--- config.mk ---
export PLATFORM = sky130hd
export DESIGN_NAME = red_pitaya_daisy_test_rx
export DESIGN_NICKNAME = d
export VERILOG_FILES = /design/src/rtl/red_pitaya_daisy_test_rx.sv
export SDC_FILE = /design/constraint.sdc
export NUM_CORES = 1
export LEC_CHECK = 0
export ABC_AREA = 1
export ABC_CLOCK_PERIOD_IN_PS = 2200
export BUFFER_PORTS_ARGS = -buffer_cell sky130_fd_sc_hd__buf_2
export CORE_ASPECT_RATIO = 0.75
export CORE_MARGIN = 5
export CORE_UTILIZATION = 35
export CTS_CLUSTER_DIAMETER = 200
export DETAILED_ROUTE_END_ITERATION = 10
export GPL_TIMING_DRIVEN = 0
export PLACE_DENSITY = 0.6
export SLEW_MARGIN = 20
export SYNTH_ARGS = -nofsm -noshare
export SYNTH_HDL_FRONTEND = slang
export SYNTH_SLANG_ARGS = --single-unit
export TNS_END_PERCENT = 5
--- constraint.sdc ---
create_clock -name par_clk_i -period 2.2 [get_ports par_clk_i]
set_input_delay 0.33 -clock par_clk_i [delete_from_list [all_inputs] [get_ports par_clk_i]]
set_output_delay 0.33 -clock par_clk_i [all_outputs]
set_load 0.02 [all_outputs]
--- src/rtl/red_pitaya_daisy_test_rx.sv ---
// Receive-side checker for the daisy-chain link test pattern (counter or PRBS-16).
// Acquires lock on the incoming sequence, then counts matched/mismatched words and lock losses.
module red_pitaya_daisy_test_rx #(
  parameter int unsigned LOCK_CNT = 4,
  parameter int unsigned LOSS_CNT = 8
) (
  input  logic        par_clk_i,
  input  logic        par_rstn_i,
  input  logic        par_dv_i,
  input  logic [15:0] par_dat_i,
  input  logic        en_i,
  input  logic        mode_i,
  input  logic        clr_i,
  output logic        locked_o,
  output logic        err_o,
  output logic [31:0] ok_cnt_o,
  output logic [31:0] err_cnt_o,
  output logic [15:0] lost_cnt_o
);

  typedef enum logic [1:0] {
    IDLE   = 2'd0,
    SEEK   = 2'd1,
    LOCKED = 2'd2
  } state_t;

  localparam logic [15:0] LOCK_V = 16'(LOCK_CNT);
  localparam logic [15:0] LOSS_V = 16'(LOSS_CNT);

  state_t      state_q, state_d;
  logic [15:0] exp_q, exp_d;
  logic [15:0] match_q, match_d;
  logic [15:0] miss_q, miss_d;
  logic        mode_q;
  logic        locked_q, locked_d;
  logic        err_q, err_d;
  logic [31:0] ok_q, ok_d;
  logic [31:0] errc_q, errc_d;
  logic [15:0] lost_q, lost_d;

  logic        hit;
  logic        mode_chg;
  logic [15:0] nxt_dat;
  logic [15:0] nxt_exp;

  function automatic logic [15:0] pat_next(input logic prbs, input logic [15:0] x);
    if (prbs)
      return {x[14:0], x[15] ^ x[13] ^ x[12] ^ x[10]};
    else
      return x + 16'd1;
  endfunction

  assign hit      = (par_dat_i == exp_q);
  assign mode_chg = (mode_i != mode_q);
  assign nxt_dat  = pat_next(mode_q, par_dat_i);
  assign nxt_exp  = pat_next(mode_q, exp_q);

  always_ff @(posedge par_clk_i or negedge par_rstn_i) begin
    if (!par_rstn_i) begin
      state_q  <= IDLE;
      exp_q    <= '0;
      match_q  <= '0;
      miss_q   <= '0;
      mode_q   <= 1'b0;
      locked_q <= 1'b0;
      err_q    <= 1'b0;
      ok_q     <= '0;
      errc_q   <= '0;
      lost_q   <= '0;
    end else begin
      state_q  <= state_d;
      exp_q    <= exp_d;
      match_q  <= match_d;
      miss_q   <= miss_d;
      mode_q   <= mode_i;
      locked_q <= locked_d;
      err_q    <= err_d;
      ok_q     <= ok_d;
      errc_q   <= errc_d;
      lost_q   <= lost_d;
    end
  end

  always_comb begin
    state_d = state_q;
    exp_d   = exp_q;
    match_d = match_q;
    miss_d  = miss_q;
    err_d   = 1'b0;
    ok_d    = ok_q;
    errc_d  = errc_q;
    lost_d  = lost_q;

    if (!en_i) begin
      state_d = IDLE;
      match_d = '0;
      miss_d  = '0;
    end else begin
      unique case (state_q)
        IDLE: begin
          state_d = SEEK;
        end

        SEEK: begin
          if (mode_chg) begin
            match_d = '0;
          end else if (par_dv_i) begin
            exp_d = nxt_dat;
            if (match_q != '0 && hit) begin
              match_d = match_q + 16'd1;
              if (match_q + 16'd1 == LOCK_V) begin
                state_d = LOCKED;
                miss_d  = '0;
              end
            end else if (mode_q && par_dat_i == '0) begin
              // all-zero is the PRBS lock-up state and must never seed
              match_d = '0;
            end else begin
              match_d = 16'd1;
              if (LOCK_V <= 16'd1) begin
                state_d = LOCKED;
                miss_d  = '0;
              end
            end
          end
        end

        LOCKED: begin
          if (mode_chg) begin
            state_d = SEEK;
            match_d = '0;
            miss_d  = '0;
          end else if (par_dv_i) begin
            // free-running expectation: errors never resync the generator
            exp_d = nxt_exp;
            if (hit) begin
              ok_d   = (ok_q == '1) ? ok_q : ok_q + 32'd1;
              miss_d = '0;
            end else begin
              errc_d = (errc_q == '1) ? errc_q : errc_q + 32'd1;
              err_d  = 1'b1;
              if (miss_q + 16'd1 == LOSS_V) begin
                state_d = SEEK;
                lost_d  = (lost_q == '1) ? lost_q : lost_q + 16'd1;
                match_d = '0;
                miss_d  = '0;
              end else begin
                miss_d = miss_q + 16'd1;
              end
            end
          end
        end

        default: begin
          state_d = IDLE;
        end
      endcase
    end

    if (clr_i) begin
      ok_d   = '0;
      errc_d = '0;
      lost_d = '0;
    end
  end

  assign locked_d = (state_d == LOCKED);

  assign locked_o   = locked_q;
  assign err_o      = err_q;
  assign ok_cnt_o   = ok_q;
  assign err_cnt_o  = errc_q;
  assign lost_cnt_o = lost_q;

endmodule

==> impl_summary.md <==
Die
The die outline width is 205 um. 104 I/O pins were placed. The row count is 53. From bottom edge to top edge, the die measures 156 um.

The die covers 32000 sq um. Once the floorplan was initialized, standard cells occupied 35.5% of the core. After floorplanning, the core was sized to cover 28100 sq um.

Final layout
The final design utilization is 43.7%. The post-synthesis to final-layout area growth is 22.9%. Summing all non-filler instances in the final layout gives an area of 12300 sq um.

The fraction of layout cells with a size suffix above 1 is 19.5%. The number of nets in the layout is 1674.

Synth
For this run, asynchronously set or reset flops after synthesis account for 100%. The post-synthesis cell type count is 44. After synthesis, the most frequently instantiated cells are nand2_1, nor2_1, inv_1, dfrtp_1, nand3_1. The area share of the largest cell type after synthesis is 33.4%.

A synthesized cell averages 6.65 sq um. The arithmetic-cell share of the synthesized area counting full adders, half adders and majority gates is 1.13%. The synthesized design spends more area on one cell type than any other, namely dfrtp_1. By area the synthesized netlist is led by dfrtp_1, nand2_1, nor2_1, nand3_1, inv_1.

The synthesized-area fraction occupied by xor and xnor cells is 6.96%. The sequential-to-total area share from yosys stat is 33.4%. The flip-flop cell with the highest count after synthesis is dfrtp_1. The most common cell in the netlist is nand2_1. The simple-gate area share of the yosys netlist is 40.6%. The gate count of the mapped netlist is 1499. The synthesized design contains 133 register bits. Of the post-synthesis cell area, the part taken by muxes is 0%. In this run, synthesis inferred 0 flip-flops with an integrated enable. Yosys printed 0 warnings.

Synthesis produced a netlist with a net count of 1530. The post-synthesis instance area is 9960 sq um. The compound-gate portion of the synthesized area is 9.74%.

The largest family of logic cells by synthesized area is simple AND/OR/NAND/NOR gates.

Drt
The initial DRC count is 940. The detailed router placed 10500 vias in this run. The number of optimization iterations in the first detailed-route pass is 7. The number of vias per cell is 5.12. After detailed routing, the average wire length per cell comes to 15.9 um.

In this run the remaining antenna-violating nets after routing total 0. The routed wire length is 32500 um. The DRC violations left is 0.

STA
Headroom to the max-slew limit came out at 51.5%. The final count of hold timing violations is 0. Across all setup checks in the final design, the least slack found is 0.0477 ns.

The clock period minus worst slack is 2.15 ns. The part of the cycle the worst path needs is 97.8%. The transition time at the pin with the least slew margin is 0.721 ns.

The number of pins with negative max-slew slack in the final report was 0. On the final layout, the worst hold slack is 0.104 ns. Setup violations remaining at the end of the flow were counted as 0.

For the final database, setup skew stands at 0.00917 ns. Setup repair after global routing could not meet its margin everywhere. Derived from the worst setup path, the maximum achievable clock frequency is 465 MHz.

Worst setup path
The type of the setup path with the least slack is reg2reg. Counting stages on the worst path, the most repeated cell is nand2_2. The nature of the critical path endpoint is a flop.

The cell family with the largest share of critical-path delay is simple AND/OR/NAND/NOR gates. The critical path goes through nand2_2, nor2_4, nand2_2, nand2_1, nand2_2, nor2_2, nand3_2, nor2_4, nand2_2, nand2_4, inv_4, nor2_8, clkbuf_16, nand2_1, nand2_1. STA puts the critical path data required time at 2.57 ns. Data on the critical path arrives at its endpoint at 2.52 ns. The internal reg-to-reg setup slack is 0.05 ns. The slowest stage of the critical path is the dfrtp_2 cell. The launching element type of the critical path is a flop. The total buffers and inverters traversed by the critical path is 2. In this design, the stage delay of the slowest critical-path cell is 0.45 ns. The maximum fanout along the worst path is 7.

GRT
The number of global-route vias before repair was 9383. The leftover overflow at the end of global routing is 0. The pin count of the biggest net entering global routing is 94.

The global routing usage summed across all routing layers is 20.1%. The initial antenna violation count came to 1. The global-route wire length before repair is 51700 um.

Status
The flow ran to the end, and the final reports show no timing, DRC or antenna violations.

Clock network
In this run the number of H-tree levels came out at 4. The number of clock sinks seen by CTS is 133. The clock passes through at most 2 buffers. Clock-pin slew was measured on the worst setup and hold paths at 0.06 ns. The TritonCTS clock tree is yes. The clock network latency to the later pin of the worst-skew pair is 0.43 ns. In this run the clock root is driven by a clkbuf_16. In this run, CTS created clock tree buffers numbering 17.

Hold path
The tightest min-delay check is of the in2reg type.

Pwr
In this run the power density over the cells is 526 nW/um^2. VDD sags by at most 0.000512 V. The leakage power figure is 5.50 nW.

Place
Detailed placement ended at an HPWL of 24000 um. The count of buffers added on input and output ports is 100. Timing analysis after detailed placement gives a worst setup slack of -0.255 ns. The last weighted congestion value of the routability-driven placer is 0.950. The placed cell area is 11000 sq um.

Run
The number of violations of the max-capacitance limit is 0.
-- per-stage QoR --
step | power (mW) | TNS, ns | std cells
after floorplan | 3.26 | 0 | 1499
after global placement | 3.55 | -192.71 | 1984
after detailed placement | 3.56 | -10.11 | 1985
after CTS | 6.46 | -0.137 | 2023
after global routing | 6.74 | -4.84 | 2041
final | 6.44 | 0 | 2041
-- per-layer routing --
metal	share of wire [%]	wire length (um)	track usage (%)	vias up
met3	7.3	2370	3.80	27
li1	-	-	-	5193
met5	0	0	0	-
met4	1.3	414	4.69	0
met1	50	16200	31.5	4864
met2	42	13500	28.2	367
-- repair_timing --
item,4_1_cts,5_1_grt
endpoints found under the hold margin,40,0
setup buffers,6,16
hold buffers,1,0
cloned,0,2
pin swaps,6,38
resized for setup,39,102
endpoints found under the setup margin,104,119
-- final cells by class --
type | instances | area, sq um
Antenna cell | 1 | 2.50
Buffer | 47 | 285
Clock buffer | 22 | 464
Clock inverter | 9 | 104
Fill cell | 2897 | 15800
Inverter | 149 | 569
Multi-Input combinational cell | 1169 | 6230
Sequential cell | 133 | 3340
Tap cell | 385 | 482
Timing Repair Buffer | 126 | 771
-- power breakdown --
part | internal [mW] | leakage (nW) | switching [mW]
logic | 0.315 | 3.42 | 0.623
clock network | 1.71 | 0.276 | 1.12
registers | 2.54 | 1.81 | 0.126
-- state kept, by name, summed over array words and instances, names as in the netlist, 2 cells and up --
| register | flops |
|---|---|
| state_q | 2 |
| ok_cnt_o | 32 |
| lost_cnt_o | 16 |
| miss_q | 16 |
| exp_q | 16 |
| err_cnt_o | 32 |
| match_q | 16 |
-- worst paths after layout --
kind	cells past startpoint	end	startpoint
max	15	match_q[13]$_DFFE_PN0P_	miss_q[2]$_DFFE_PN0P_
min	1	mode_q$_DFF_PN0_	mode_i
max reg2reg	15	match_q[13]$_DFFE_PN0P_	miss_q[2]$_DFFE_PN0P_
min reg2reg	2	miss_q[13]$_DFFE_PN0P_	miss_q[13]$_DFFE_PN0P_
max in group asynchronous	3	miss_q[4]$_DFFE_PN0P_	par_rstn_i
min in group asynchronous	2	exp_q[10]$_DFFE_PN0P_	par_rstn_i
-- worst reg2reg max path, stage by stage, from the launching register on --
cell	delay, ns
dfrtp_2	0.45
nand2_2	0.10
nor2_4	0.21
nand2_2	0.13
nand2_1	0.09
nand2_2	0.08
nor2_2	0.09
nand3_2	0.12
nor2_4	0.13
nand2_2	0.09
nand2_4	0.11
inv_4	0.06
nor2_8	0.17
clkbuf_16	0.17
nand2_1	0.05
nand2_1	0.05
-- logic make-up (layout without fill, tap and decap cells) --
| kind of cell | Yosys count | after routing |
|---|---|---|
| flip-flops | 133 | 133 |
| adder cells (fa/ha/maj) | 9 | 9 |
| buffers and inverters | 197 | 353 |
| other | 0 | 1 |
| AND/OR/NAND/NOR | 928 | 928 |
| AO/OA/AOI/OAI | 155 | 155 |
| XOR/XNOR | 77 | 77 |
-- placed cells by master, fill, tap and decap left out, drive strengths merged, types with 46 or more instances in the layout --
cell / Yosys / layout
inv: 148 / 148
dfrtp: 133 / 133
nor2: 210 / 210
buf: 25 / 147
xor2: 48 / 48
nand2: 462 / 462
o21ai: 66 / 66
clkbuf: 23 / 47
nand4: 46 / 46
nand3: 132 / 132
nor3: 54 / 54
(Power assumes the default switching activity.)
